[src/rtl/mem_access_if.sv]
// Request/response handshake and RAM port bundle for the load/store unit.
// slave is the load/store unit's view; master is the pipeline/RAM side's view.
interface mem_access_if #(
  parameter int ADDR_WIDTH = 10
) ();
  logic                  req_valid;
  logic                  req_ready;
  logic                  req_write;
  logic [2:0]            req_funct3;
  logic [31:0]           req_addr;
  logic [31:0]           req_wdata;
  logic                  rsp_valid;
  logic                  rsp_ready;
  logic [31:0]           rsp_rdata;
  logic                  rsp_error;
  logic                  ram_en;
  logic [3:0]            ram_we;
  logic [ADDR_WIDTH-1:0] ram_addr;
  logic [31:0]           ram_di;
  logic [31:0]           ram_do;

  modport slave (
    input  req_valid, req_write, req_funct3, req_addr, req_wdata, rsp_ready, ram_do,
    output req_ready, rsp_valid, rsp_rdata, rsp_error, ram_en, ram_we, ram_addr, ram_di
  );

  modport master (
    output req_valid, req_write, req_funct3, req_addr, req_wdata, rsp_ready, ram_do,
    input  req_ready, rsp_valid, rsp_rdata, rsp_error, ram_en, ram_we, ram_addr, ram_di
  );
endinterface

[src/rtl/mem_access.sv]
// Non-pipelined load/store unit driving one port of a byte-enable data RAM.
// Define MISALIGN_TRAP_EN to flag misaligned H/HU/W accesses as errors instead of force-aligning.
module mem_access #(
  parameter int ADDR_WIDTH = 10
) (
  input  logic         clk,
  input  logic         reset,
  mem_access_if.slave  bus
);

`ifdef MISALIGN_TRAP_EN
  localparam bit TRAP_EN = 1'b1;
`else
  localparam bit TRAP_EN = 1'b0;
`endif

  typedef enum logic [1:0] {IDLE, WAIT, RESP} state_t;

  state_t      state;
  logic [2:0]  funct3_p0;
  logic [1:0]  a_p0;
  logic        write_p0;
  logic        err_p0;
  logic        accept;
  logic        illegal;
  logic        unused_addr;

  function automatic logic req_illegal(input logic wr, input logic [2:0] f3, input logic [1:0] a);
    logic bad;
    logic misaligned;
    bad        = (f3 == 3'b011) || (f3 == 3'b110) || (f3 == 3'b111) || (wr && f3[2]);
    misaligned = ((f3[1:0] == 2'b01) && a[0]) || ((f3 == 3'b010) && (a != 2'b00));
    return bad || (TRAP_EN && misaligned);
  endfunction

  function automatic logic [3:0] byte_en(input logic [2:0] f3, input logic [1:0] a);
    case (f3[1:0])
      2'b00:   return 4'b0001 << a;
      2'b01:   return 4'b0011 << {a[1], 1'b0};
      default: return 4'b1111;
    endcase
  endfunction

  function automatic logic [31:0] store_data(input logic [2:0] f3, input logic [31:0] w);
    case (f3[1:0])
      2'b00:   return {4{w[7:0]}};
      2'b01:   return {2{w[15:0]}};
      default: return w;
    endcase
  endfunction

  function automatic logic [31:0] load_format(input logic [2:0] f3, input logic [1:0] a,
                                              input logic [31:0] d);
    logic signed [7:0]  b;
    logic signed [15:0] h;
    b = d[8*a +: 8];
    h = a[1] ? d[31:16] : d[15:0];
    case (f3)
      3'b000:  return 32'(b);
      3'b100:  return {24'b0, b};
      3'b001:  return 32'(h);
      3'b101:  return {16'b0, h};
      default: return d;
    endcase
  endfunction

  assign bus.req_ready = (state == IDLE) && !reset;
  assign bus.ram_addr  = bus.req_addr[ADDR_WIDTH+1:2];
  assign bus.ram_di    = store_data(bus.req_funct3, bus.req_wdata);
  assign unused_addr   = ^{bus.req_addr[31:ADDR_WIDTH+2]};

  // RAM port is driven combinationally only during the accept cycle.
  always_comb begin
    accept     = bus.req_valid && bus.req_ready;
    illegal    = req_illegal(bus.req_write, bus.req_funct3, bus.req_addr[1:0]);
    bus.ram_en = accept && !illegal;
    bus.ram_we = 4'b0000;
    if (accept && !illegal && bus.req_write)
      bus.ram_we = byte_en(bus.req_funct3, bus.req_addr[1:0]);
  end

  // Stage p0: request attributes captured on the accept edge.
  always_ff @(posedge clk) begin
    if (accept) begin
      funct3_p0 <= bus.req_funct3;
      a_p0      <= bus.req_addr[1:0];
      write_p0  <= bus.req_write;
      err_p0    <= illegal;
    end
  end

  always_ff @(posedge clk) begin
    if (reset) begin
      state         <= IDLE;
      bus.rsp_valid <= 1'b0;
      bus.rsp_rdata <= 32'b0;
      bus.rsp_error <= 1'b0;
    end else begin
      case (state)
        IDLE: if (accept) state <= WAIT;
        WAIT: begin
          bus.rsp_rdata <= (err_p0 || write_p0) ? 32'b0 : load_format(funct3_p0, a_p0, bus.ram_do);
          bus.rsp_error <= err_p0;
          bus.rsp_valid <= 1'b1;
          state         <= RESP;
        end
        RESP: if (bus.rsp_ready) begin
          bus.rsp_valid <= 1'b0;
          state         <= IDLE;
        end
        default: state <= IDLE;
      endcase
    end
  end

endmodule
[src/flat_wrapper.sv]
// flat-port wrapper written by rule: the top's interface ports become plain ports
module mem_access_flat 
#(
  parameter int ADDR_WIDTH = 10
)
  (clk, reset, bus_req_valid, bus_req_write, bus_req_funct3, bus_req_addr, bus_req_wdata, bus_rsp_ready, bus_ram_do, bus_req_ready, bus_rsp_valid, bus_rsp_rdata, bus_rsp_error, bus_ram_en, bus_ram_we, bus_ram_addr, bus_ram_di);
  mem_access_if #(.ADDR_WIDTH(ADDR_WIDTH)) bus_i ();
  input  logic clk;
  input  logic reset;
  input wire logic [$bits(bus_i.req_valid)-1:0] bus_req_valid;
  input wire logic [$bits(bus_i.req_write)-1:0] bus_req_write;
  input wire logic [$bits(bus_i.req_funct3)-1:0] bus_req_funct3;
  input wire logic [$bits(bus_i.req_addr)-1:0] bus_req_addr;
  input wire logic [$bits(bus_i.req_wdata)-1:0] bus_req_wdata;
  input wire logic [$bits(bus_i.rsp_ready)-1:0] bus_rsp_ready;
  input wire logic [$bits(bus_i.ram_do)-1:0] bus_ram_do;
  output wire logic [$bits(bus_i.req_ready)-1:0] bus_req_ready;
  output wire logic [$bits(bus_i.rsp_valid)-1:0] bus_rsp_valid;
  output wire logic [$bits(bus_i.rsp_rdata)-1:0] bus_rsp_rdata;
  output wire logic [$bits(bus_i.rsp_error)-1:0] bus_rsp_error;
  output wire logic [$bits(bus_i.ram_en)-1:0] bus_ram_en;
  output wire logic [$bits(bus_i.ram_we)-1:0] bus_ram_we;
  output wire logic [$bits(bus_i.ram_addr)-1:0] bus_ram_addr;
  output wire logic [$bits(bus_i.ram_di)-1:0] bus_ram_di;
  assign bus_i.req_valid = bus_req_valid;
  assign bus_i.req_write = bus_req_write;
  assign bus_i.req_funct3 = bus_req_funct3;
  assign bus_i.req_addr = bus_req_addr;
  assign bus_i.req_wdata = bus_req_wdata;
  assign bus_i.rsp_ready = bus_rsp_ready;
  assign bus_i.ram_do = bus_ram_do;
  assign bus_req_ready = bus_i.req_ready;
  assign bus_rsp_valid = bus_i.rsp_valid;
  assign bus_rsp_rdata = bus_i.rsp_rdata;
  assign bus_rsp_error = bus_i.rsp_error;
  assign bus_ram_en = bus_i.ram_en;
  assign bus_ram_we = bus_i.ram_we;
  assign bus_ram_addr = bus_i.ram_addr;
  assign bus_ram_di = bus_i.ram_di;
  mem_access #(.ADDR_WIDTH(ADDR_WIDTH)) u_core (.clk(clk), .reset(reset), .bus(bus_i));
endmodule
[config.mk]
export PLATFORM = sky130hd
export DESIGN_NAME = mem_access_flat
export DESIGN_NICKNAME = d
export VERILOG_FILES = /design/src/rtl/mem_access_if.sv /design/src/rtl/mem_access.sv /design/src/flat_wrapper.sv
export SDC_FILE = /design/constraint.sdc
export NUM_CORES = 1
export LEC_CHECK = 0
export CELL_PAD_IN_SITES_DETAIL_PLACEMENT = 2
export CELL_PAD_IN_SITES_GLOBAL_PLACEMENT = 2
export CORE_AREA = 4 4 120 122
export CTS_CLUSTER_DIAMETER = 40
export DETAILED_ROUTE_END_ITERATION = 8
export DIE_AREA = 0 0 124 126
export PLACE_DENSITY_LB_ADDON = 0.1
export REMOVE_ABC_BUFFERS = 1
export SLEW_MARGIN = 20
export SYNTH_ARGS = -nofsm -noshare
export SYNTH_HDL_FRONTEND = slang
export SYNTH_SLANG_ARGS = --single-unit
[constraint.sdc]
create_clock -name clk -period 5.7 [get_ports clk]
set_input_delay 1.14 -clock clk [delete_from_list [all_inputs] [get_ports clk]]
set_output_delay 1.14 -clock clk [all_outputs]
set_load 0.03 [all_outputs]
## Word level (Yosys, flattened, before mapping)

Index checks and enable logic that the tools add are counted.

| cells by class | value |
|---|---|
| eq/ne operators | 11 |
| shift operators | 3 |
| multiplexer cells | 11 |
| reduce and logical (&&, ||, !) cells | 17 |

Operators by type and width:

| kind | number |
|---|---|
| 32-bit one-hot mux with 4 select lines | 1 |
| 32-bit one-hot mux with 2 select lines | 1 |
| 32-bit two-way mux | 1 |
| 32-bit by 6-bit variable part select with 8-bit output | 1 |
| 16-bit two-way mux | 1 |
| 3-bit == test, second input constant | 4 |
| 4-bit one-hot mux with 2 select lines | 1 |
| 2-bit one-hot mux with 3 select lines | 1 |
| 1-bit logical AND | 5 |
| 2-bit by 1-bit == test with 1-bit output, second input constant | 2 |
| 2-bit logical NOT | 2 |
| 1-bit logical OR | 4 |
| 2-bit two-way mux | 2 |
| 4-bit two-way mux | 1 |
| 2-bit AND reduction | 2 |
| 1-bit by 2-bit << shifter with 4-bit output, first input constant | 1 |
| 2-bit by 2-bit << shifter with 4-bit output, first input constant | 1 |
| 3-bit by 1-bit == test with 1-bit output, second input constant | 1 |
| 3-bit by 2-bit == test with 1-bit output, second input constant | 1 |
| 3-bit logical NOT | 1 |
| 2-bit == test, second input constant | 1 |
| 1-bit logical NOT | 2 |
| 2-bit by 1-bit inequality test with 1-bit output, second input constant | 1 |
| 2-bit inequality test, second input constant | 1 |
| 3 further kinds | 3 |

| storage, ports and cells | value |
|---|---|
| flip-flop bits (word level) | 43 |
| input port bits | 104 |
| output and inout bits | 82 |

## Logic depth before layout (Yosys ltp)

Gate-level depths: netlist of run 1.

| depth | value |
|---|---|
| depth in word-level cells | 8 |
| gate-level depth with buffers | 8 |
| gate-level depth less buffers | 4 |

## Least setup slack after synthesis of run 1

No wires, ideal clock.

| timing | value |
|---|---|
| path kind | input -> output |
| start | input port reset |
| end | output port bus_ram_we[0] |
| data arrival time | 3290 ps |
| data required time | 4560 ps |
| slack | 1270 ps |
| stages on the path | 5 |
| path buffers | 1 |
| cells stage by stage | buf_2 > nor4b_1 > o21a_1 > nand2_1 > a21oi_1 |

| on the way | value |
|---|---|
| cells in the longest elaborated chain, start to end | 6 |

RTL lines:

| element | line | text |
|---|---|---|
| from (decl) | flat_wrapper.sv:9 | `input logic reset;` |
| 1-bit logical NOT | mem_access.sv:67 | `assign bus.req_ready = (state == IDLE) && !reset;` |
| 1-bit logical AND | mem_access.sv:67 |  |
| 1-bit logical AND | mem_access.sv:74 | `accept = bus.req_valid && bus.req_ready;` |
| net u_core.accept | mem_access.sv:24 | `logic accept;` |
| 1-bit logical AND | n/a |  |
| net bus_ram_en | flat_wrapper.sv:21 | `output wire logic [$bits(bus_i.ram_en)-1:0] bus_ram_en;` |
| 1-bit logical AND | mem_access.sv:78 | `if (accept && !illegal && bus.req_write)` |
| 4-bit two-way mux | mem_access.sv:78 |  |
| to (decl) | flat_wrapper.sv:22 | `output wire logic [$bits(bus_i.ram_we)-1:0] bus_ram_we;` |

The timed path passes the listed nets, and every way through them passes these cells.

## Final worst setup path of run 1

| timing | value |
|---|---|
| start | input port bus_req_funct3[0] |
| end | output port bus_ram_we[1] |

| on the way | value |
|---|---|
| cells in the longest elaborated chain, start to end | 8 |
| elaborated cells between the ends (all ways) | 13 |

RTL lines:

| element | line | text |
|---|---|---|
| from (decl) | flat_wrapper.sv:12 | `input wire logic [$bits(bus_i.req_funct3)-1:0] bus_req_funct3;` |
| 3-bit by 2-bit == test with 1-bit output or 3-bit == test (tied branches) | mem_access.sv:31 | `bad = (f3 == 3'b011) \|\| (f3 == 3'b110) \|\| (f3 == 3'b111) \|\| (wr && f3[2]);` |
| 1-bit logical OR (3 in a row) | mem_access.sv:31 |  |
| 1-bit logical NOT | mem_access.sv:78 |  |
| 1-bit logical AND (2 in a row) | mem_access.sv:78 |  |
| 4-bit two-way mux (*) | mem_access.sv:78 |  |

Every way passes the cells marked *; elsewhere a longest branch is shown, timed or not.

==> flow_summary.toml, run 1 <==
[status]
status = "complete, no violations"

[clocking]
htreeDepth = 2
clock_path_buffers = 2
cts_root_buf = "clkbuf_16"
cts-hold-fix-buffers = 0
cts_tree = "yes"
cts.sink_count = 43
numCtsBuffers = 5
insertion_delay_ns = 0.29
post_cts_buffers = 0
ctsResizeCount = 0
clk_pin_slew_worst_paths_ns = 0.07

[power]
p_total_uw = 840.5
power.internal_uw = 593.0
sequentialPowerShare = 0.385
powerDensity_nw_per_um2 = 203.4
combPwrFrac = 0.272
p_clk_frac = 0.343
p_switching_uw = 247.6
swShare = 0.2945
ir_drop_uv = 106.0
leakagePower_uw = 0.001458

[critical_path]
cpPeakStageDelay_ns = 0.82
reg2reg_slack_ns = 3.18
worstSetupStartpointType = "input port"
worstSetupPathType = "in -> out"
required_ns = 4.56
cpMaxStageDelayCell = "clkdlybuf4s50_1"
crit_end = "bus_ram_we[1]"
startpoint = "bus_req_funct3[0]"
r2r_end = "u_core.bus.rsp_rdata[14]"
r2r_start = "u_core.a_p0[1]"
path_depth = 6
worstRegToRegCells = 4
arrival_ns = 3.40
cp_common_cell = "clkdlybuf4s50_1"
path_delay_family = "buffers and inverters"
cp_max_fo = 14
critical_path.cell_chain = "clkdlybuf4s50_1 -> nor2_1 -> o21a_1 -> nand2_1 -> a21oi_1 -> clkdlybuf4s50_1"
critical_path_buf_inv_count = 2
endpoint_kind = "output pin"

[yosys]
synth_edf_count = 7
synthCells = 256
synth_cell_types = 42
ys_warn_count = 0
yosysTopAreaCell = "dfxtp_1"
synth_area_sq_um = 2499
synthFlopType = "dfxtp_1"
ys_async_sr_fraction = 0
synth.area.top_cells = "dfxtp_1 (29%), edfxtp_1 (8.4%), mux2_2 (7.7%)"
syn_area_per_cell_sq_um = 9.760
synth_top_area_share = 0.2884
yosysSeqAreaShare = 0.3726
synth_seq_cells = 43

[sta]
finalCriticalPeriod_ns = 4.536
tightest_slew_ns = 0.9817
maxSlewViolCount = 0
rsz0062_at_grt = "no"
fin_tns_setup_ns = 0
hold_viol = 0
setup_violations = 0
finClkSkew_ns = 0.005655
slew_headroom = 0.3455
final.period_utilization = 0.7958
fmax_mhz = 220.5

[placement]
gp_congestion = 0.7090
place_area_sq_um = 3991
portBuffers = 145
dp_hpwl_mm = 7.889

[drt]
first_pass_iters = 4
viasPerCell = 4.626
wl_mm = 10.40
vias = 2563
drtIter0Drc = 114
ant_nets = 0
post_drt_wl_per_cell_microns = 18.76
drc = 0

[grt]
grt_pass1_vias = 2930
antenna_found_initial = 0
grt_usage = 0.1327
grt_max_degree = 33
grt.overflow.total = 0
grt_pass1_wl_mm = 16.26

[cells_and_area]
final_common_cell = "clkdlybuf4s50_1"
syn_to_final_growth_pct = 65.40
fin_nets = 481
stdcell_area_sq_um = 4133
diodes = 0
nFillCells = 1483
drive_above_1_share = 0.1190
final_cell_mix = "clkdlybuf4s50_1 (145), dfxtp_1 (36), o21ai_0 (23)"

[floorplan]
dieArea_sq_um = 15620
ioPinCount = 186
coreArea_sq_um = 13190
die_width_microns = 124
rows = 42
start_util = 0.1894
chipHeight_microns = 126

[job]
cap_violations = 0

[worst_hold_path]
worstHoldPathType = "reg -> reg"
==> Yosys cell counts, drive strengths merged, types with 2 or more instances <==
| cell | number |
|---|---|
| a211oi | 7 |
| a21oi | 6 |
| a221o | 16 |
| a32o | 14 |
| and2 | 2 |
| and2b | 5 |
| buf | 26 |
| clkbuf | 12 |
| dfxtp | 36 |
| edfxtp | 7 |
| mux2 | 17 |
| mux2i | 10 |
| nand2 | 11 |
| nand2b | 18 |
| nand3b | 2 |
| nor2 | 13 |
| nor2b | 4 |
| nor3 | 2 |
| nor4b | 2 |
| o21ai | 23 |
| o21bai | 2 |
| o221ai | 6 |
| o31ai | 2 |
==> cells by family (layout without fill, tap and decap cells) <==
| logic type | after synthesis | after routing | share of synthesized area |
|---|---|---|---|
| AOI/OAI and AO/OA | 83 | 83 | 0.2674 |
| buffers and inverters | 39 | 161 | 0.09514 |
| DFF | 43 | 43 | 0.3726 |
| muxes | 28 | 28 | 0.1257 |
| and+or+nand+nor | 63 | 63 | 0.1392 |
==> per-stage QoR <==
step                  util  setup slack (ns)  hold slack, ns  cells
floorplan                -             1.406          0.4834    218
global placement    0.3020             1.155          0.4534    545
detailed placement  0.3026             1.115          0.4563    546
CTS                 0.3133             1.096          0.4722    554
global route        0.3133            0.9522          0.4983    554
finish              0.3133             1.164          0.4656    554
==> layout make-up <==
cell class,instances,area (sq um),share of cell area
clock buffers,6,128.9,0.03118
flip-flops and latches,43,930.9,0.2253
repair buffers,152,1504,0.3639
inverters,1,3.754,0.0009083
well taps,176,220.2,0.05328
clock inverters,2,12.51,0.003028
multi-input cells,174,1333,0.3224
==> flip-flops by register name, indices dropped and copies added, names as in the netlist <==
register	flops
u_core.state	2
u_core.a_p0	2
u_core.bus.rsp_valid	1
u_core.bus.rsp_rdata	32
u_core.write_p0	1
u_core.bus.rsp_error	1
u_core.err_p0	1
u_core.funct3_p0	3
==> metal layers <==
metal	GRT usage	up-vias	wire length [microns]
met3	0.07534	4	1374
li1	-	1203	-
met1	0.1538	1231	4254
met4	0.02899	0	75
met2	0.2129	125	4691
met5	0	-	0
==> power by group through the flow <==
stage	Sequential [uW]	Clock, uW	Combinational [uW]
4_1_cts	324	300	233
2_1_floorplan	339	0	86.3
5_1_grt	325	315	246
6_report	324	288	229
3_3_place_gp	331	0	230
3_5_place_dp	331	0	232
==> worst min path at each step <==
stage	start	end	depth (start not counted)
finish	u_core.bus.rsp_rdata[1]	u_core.bus.rsp_rdata[1]	1
floorplan	u_core.err_p0	u_core.bus.rsp_error	2
CTS	u_core.bus.rsp_rdata[1]	u_core.bus.rsp_rdata[1]	1
global placement	u_core.bus.rsp_rdata[6]	u_core.bus.rsp_rdata[6]	1
detailed placement	u_core.bus.rsp_rdata[1]	u_core.bus.rsp_rdata[1]	1
global route	u_core.bus.rsp_rdata[9]	u_core.bus.rsp_rdata[9]	1
No activity file was read; power rests on OpenSTA's default activity.
==> run 2, diff against run 1 <==
- CORE_AREA: 4 4 120 122 -> 4 4 130 132
- DIE_AREA: 0 0 124 126 -> 0 0 134 136
- clock period: 5.7 -> 4.1 ns (I/O delays scaled with it)
==> run 2 against run 1 <==
  * Count of clock-buffer cells in the layout decreased by 1
  * Worst setup slack got worse by 0.42 ns
  * Routed wire length increased by 4.5%
  * Flip-flop and latch count unchanged
  * Non-clock buffer count increased by 4
  * Highest routed layer unchanged
  * Die area increased by 17%
  * Sequential power increased by 38%
  * Critical path type unchanged
  * Final area increased by 2.2%
==> flow_summary.toml, run 2 (synthesis gave the netlist of run 1 again) <==
[status]
status = "complete, no violations"

[critical_path]
cpPeakStageDelay_ns = 0.60
path_delay_family = "buffers and inverters"
required_ns = 3.28
worstSetupStartpointType = "input port"
critical_path_buf_inv_count = 3
arrival_ns = 2.54
cp_max_fo = 16
endpoint_kind = "output pin"
critical_path.cell_chain = "clkdlybuf4s50_1 -> buf_4 -> mux2_2 -> clkdlybuf4s50_1"
cp_common_cell = "clkdlybuf4s50_1"
worstSetupPathType = "in -> out"
cpMaxStageDelayCell = "clkdlybuf4s50_1"

[clocking]
cts_tree = "yes"
clk_pin_slew_worst_paths_ns = 0.06
clock_path_buffers = 2
ctsResizeCount = 0
post_cts_buffers = 0
insertion_delay_ns = 0.29
cts_root_buf = "clkbuf_16"
cts-hold-fix-buffers = 0
numCtsBuffers = 5
cts.sink_count = 43
htreeDepth = 2

[sta]
fmax_mhz = 297.7
slew_headroom = 0.4641
hold_viol = 0
maxSlewViolCount = 0
finalCriticalPeriod_ns = 3.359
final.period_utilization = 0.8192
finClkSkew_ns = 0.002997
rsz0062_at_grt = "no"
setup_violations = 0
tightest_slew_ns = 0.8010
fin_tns_setup_ns = 0

[drt]
viasPerCell = 4.298
ant_nets = 0
wl_mm = 10.87
drtIter0Drc = 94
post_drt_wl_per_cell_microns = 18.17
vias = 2570
drc = 0
first_pass_iters = 4

[cells_and_area]
final_util = 0.2688
fin_nets = 485
top_register = "u_core.bus.rsp_rdata"
largest_reg_flops = 32
drive_above_1_share = 0.1414
largestRegisters = "u_core.bus.rsp_rdata (32), u_core.funct3_p0 (3)"
final_common_cell = "clkdlybuf4s50_1"
diodes = 0
syn_to_final_growth_pct = 69.00
final_cell_mix = "clkdlybuf4s50_1 (140), dfxtp_1 (36), o21ai_0 (23)"

[grt]
grt_pass1_vias = 2897
grt.overflow.total = 0
grt_max_degree = 33
grt_usage = 0.1197
antenna_found_initial = 0
grt_pass1_wl_mm = 16.81

[worst_hold_path]
worstHoldPathType = "reg -> reg"

[floorplan]
start_util = 0.1590
rows = 46
ioPinCount = 186
chipHeight_microns = 136
die_width_microns = 134
coreArea_sq_um = 15710
dieArea_sq_um = 18220

[job]
cap_violations = 0

[placement]
portBuffers = 145
dp_hpwl_mm = 8.188
gp_congestion = 0.7062

[power]
powerDensity_nw_per_um2 = 292.7
ir_drop_uv = 125.4
leakagePower_uw = 0.001501
[run 2: cell count changes in the layout (fill, tap and decap cells not counted)]
| cell | previous run | this run |
|---|---|---|
| clkinvlp_4 | 1 | 0 |
| clkdlybuf4s50_1 | 145 | 140 |
| clkinv_1 | 0 | 1 |
| clkbuf_1 | 1 | 0 |
| buf_4 | 7 | 16 |
| bufinv_16 | 0 | 1 |
[run 2: where the power goes]
group	switching [uW]	internal [uW]	total, uW
logic	164	161	325
registers	7.75	440	447
clock network	178	285	463
total	350	885	1240
[run 2: layout make-up]
class                           instances  area [sq um]
Clock buffer                            5         125.1
Clock inverter                          3         38.79
Fill cell                            1790         11490
Inverter                                1         3.754
Multi-Input combinational cell        174          1333
Sequential cell                        43         930.9
Tap cell                              216         270.3
Timing Repair Buffer                  156          1521
[run 2: path summary, 6_finish.rpt]
path,startpoint,endpoint,slack (ns),cells past startpoint
setup / recovery,bus_req_funct3[1],bus_ram_di[22],0.74,4
hold / removal,u_core.bus.rsp_rdata[10],u_core.bus.rsp_rdata[10],0.47,1
setup reg to reg,u_core.funct3_p0[1],u_core.bus.rsp_rdata[9],1.80,5
hold reg to reg,u_core.bus.rsp_rdata[10],u_core.bus.rsp_rdata[10],0.47,1
[run 2: through the flow]
stage / total power [uW] / instances / area, sq um / hold slack, ns / setup slack (ns)
after detailed placement: 787.0 / 590 / 4059 / 0.4605 / 0.7118
after floorplan: 591.0 / 218 / 2265 / 0.4834 / 0.4465
after global placement: 784.9 / 590 / 4059 / 0.4527 / 0.7315
after global routing: 1301 / 598 / 4223 / 0.4818 / 0.5713
final: 1236 / 598 / 4223 / 0.4672 / 0.7414
after CTS: 1263 / 598 / 4223 / 0.4757 / 0.7133
[run 2: metal layers]
layer	wire [microns]	up-vias	global-route usage
met5	0	-	0.01389
met4	124	0	0.03257
met3	1314	7	0.06662
met2	4715	127	0.1892
met1	4713	1231	0.1390
li1	-	1205	-
==> run 3, diff against run 2 <==
- CORE_AREA: 4 4 130 132 -> 4 4 123 125
- DIE_AREA: 0 0 134 136 -> 0 0 127 129
- clock period: 4.1 -> 3.4 ns (I/O delays scaled with it)
==> run 3 against run 2 <==
  * Routed wire length is 1.9% lower
  * Final cell count is 5.9% lower
  * Die area is 10% lower
  * Critical path type unchanged
  * Critical endpoint is now bus_ram_di[16]
  * Largest cell class unchanged
==> flow_summary.toml, run 3 (synthesis gave the netlist of run 1 again) <==
[status]
status = "complete, no violations"

[grt]
grt_pass1_vias = 2956
grt_pass1_wl_mm = 16.73
grt.overflow.total = 0
antenna_found_initial = 0
grt_max_degree = 33
grt_usage = 0.1295

[floorplan]
chipHeight_microns = 129
die_width_microns = 127
dieArea_sq_um = 16380
coreArea_sq_um = 13880
start_util = 0.1800
rows = 43
ioPinCount = 186

[critical_path]
arrival_ns = 2.46
cp_max_fo = 28
worstSetupPathType = "in -> out"
endpoint_kind = "output pin"
required_ns = 2.72
reg2reg_slack_ns = 1.11
worstSetupStartpointType = "input port"
worstRegToRegCells = 5

[sta]
finalCriticalPeriod_ns = 3.135
final.period_utilization = 0.9221
slew_headroom = 0.4637
maxSlewViolCount = 0
finClkSkew_ns = 0.003956
hold_viol = 0
setup_violations = 0
fmax_mhz = 319.0
tightest_slew_ns = 0.8045
fin_tns_setup_ns = 0
rsz0062_at_grt = "no"

[drt]
ant_nets = 0
drc = 0
viasPerCell = 4.535
wl_mm = 10.66
first_pass_iters = 4
drtIter0Drc = 86
post_drt_wl_per_cell_microns = 18.94
vias = 2553

[clocking]
clock_path_buffers = 2
cts-hold-fix-buffers = 0
post_cts_buffers = 0
numCtsBuffers = 5
cts.sink_count = 43
cts_root_buf = "clkbuf_16"
clk_pin_slew_worst_paths_ns = 0.07
ctsResizeCount = 0
htreeDepth = 2
insertion_delay_ns = 0.28
cts_tree = "yes"

[power]
p_total_uw = 1556
leakagePower_uw = 0.001519
powerDensity_nw_per_um2 = 369.7
ir_drop_uv = 160.3

[cells_and_area]
diodes = 0
final_common_cell = "clkdlybuf4s50_1"
syn_to_final_growth_pct = 68.45
drive_above_1_share = 0.1488
largest_reg_flops = 32
final_cell_mix = "clkdlybuf4s50_1 (138), dfxtp_1 (36), o21ai_0 (23)"
largestRegisters = "u_core.bus.rsp_rdata (32), u_core.funct3_p0 (3)"
top_register = "u_core.bus.rsp_rdata"
fin_nets = 486

[worst_hold_path]
worstHoldPathType = "reg -> reg"
hold_path_depth = 1

[placement]
portBuffers = 145
gp_congestion = 0.7350
dp_hpwl_mm = 8.167

[job]
cap_violations = 0
==> run 3: routing by layer <==
layer / wire length (microns) / GRT usage / share of wire / vias up
met5: 0 / 0 / 0 / -
li1: - / - / - / 1211
met2: 4870 / 0.2176 / 0.46 / 126
met1: 4391 / 0.1466 / 0.41 / 1211
met3: 1293 / 0.06600 / 0.12 / 5
met4: 108 / 0.03218 / 0.010 / 0
==> run 3: final timing paths <==
path / from / endpoint
max reg2reg: u_core.a_p0[1] / u_core.bus.rsp_rdata[27]
min: u_core.bus.rsp_rdata[4] / u_core.bus.rsp_rdata[4]
max: bus_req_funct3[1] / bus_ram_di[16]
min reg2reg: u_core.bus.rsp_rdata[4] / u_core.bus.rsp_rdata[4]
==> run 3: layout make-up <==
| cell class | count | area, sq um |
|---|---|---|
| clock buffer | 6 | 128.9 |
| clock inverter | 2 | 60.06 |
| fill | 1579 | 9672 |
| inverter | 1 | 3.754 |
| multi-input combinational | 174 | 1333 |
| sequential | 43 | 930.9 |
| tap | 180 | 225.2 |
| timing repair buffer | 157 | 1528 |
==> run 3: worst max-delay path, cell delays in order <==
cell and delay [ns]:
clkdlybuf4s50_1 0.48, buf_4 0.30, mux2_2 0.38, clkdlybuf4s50_1 0.60
==> run 3: report_power, final <==
| part | total [uW] | switching (uW) | internal (uW) |
|---|---|---|---|
| clock | 627 | 206 | 422 |
| combinational | 385 | 191 | 194 |
| sequential | 544 | 13.2 | 530 |
==> run 3: stage by stage <==
step                        util  worst slack, ns  instances  hold WS [ns]  area, sq um
after detailed placement  0.2888           0.2392        554        0.4535         4009
final                     0.3032           0.2649        563        0.4663         4209
after floorplan                -          0.02647        218        0.4834         2265
after CTS                 0.3024           0.2370        562        0.4702         4198
after global routing      0.3032           0.1679        563        0.4901         4209
after global placement    0.2888           0.2616        554        0.4484         4009
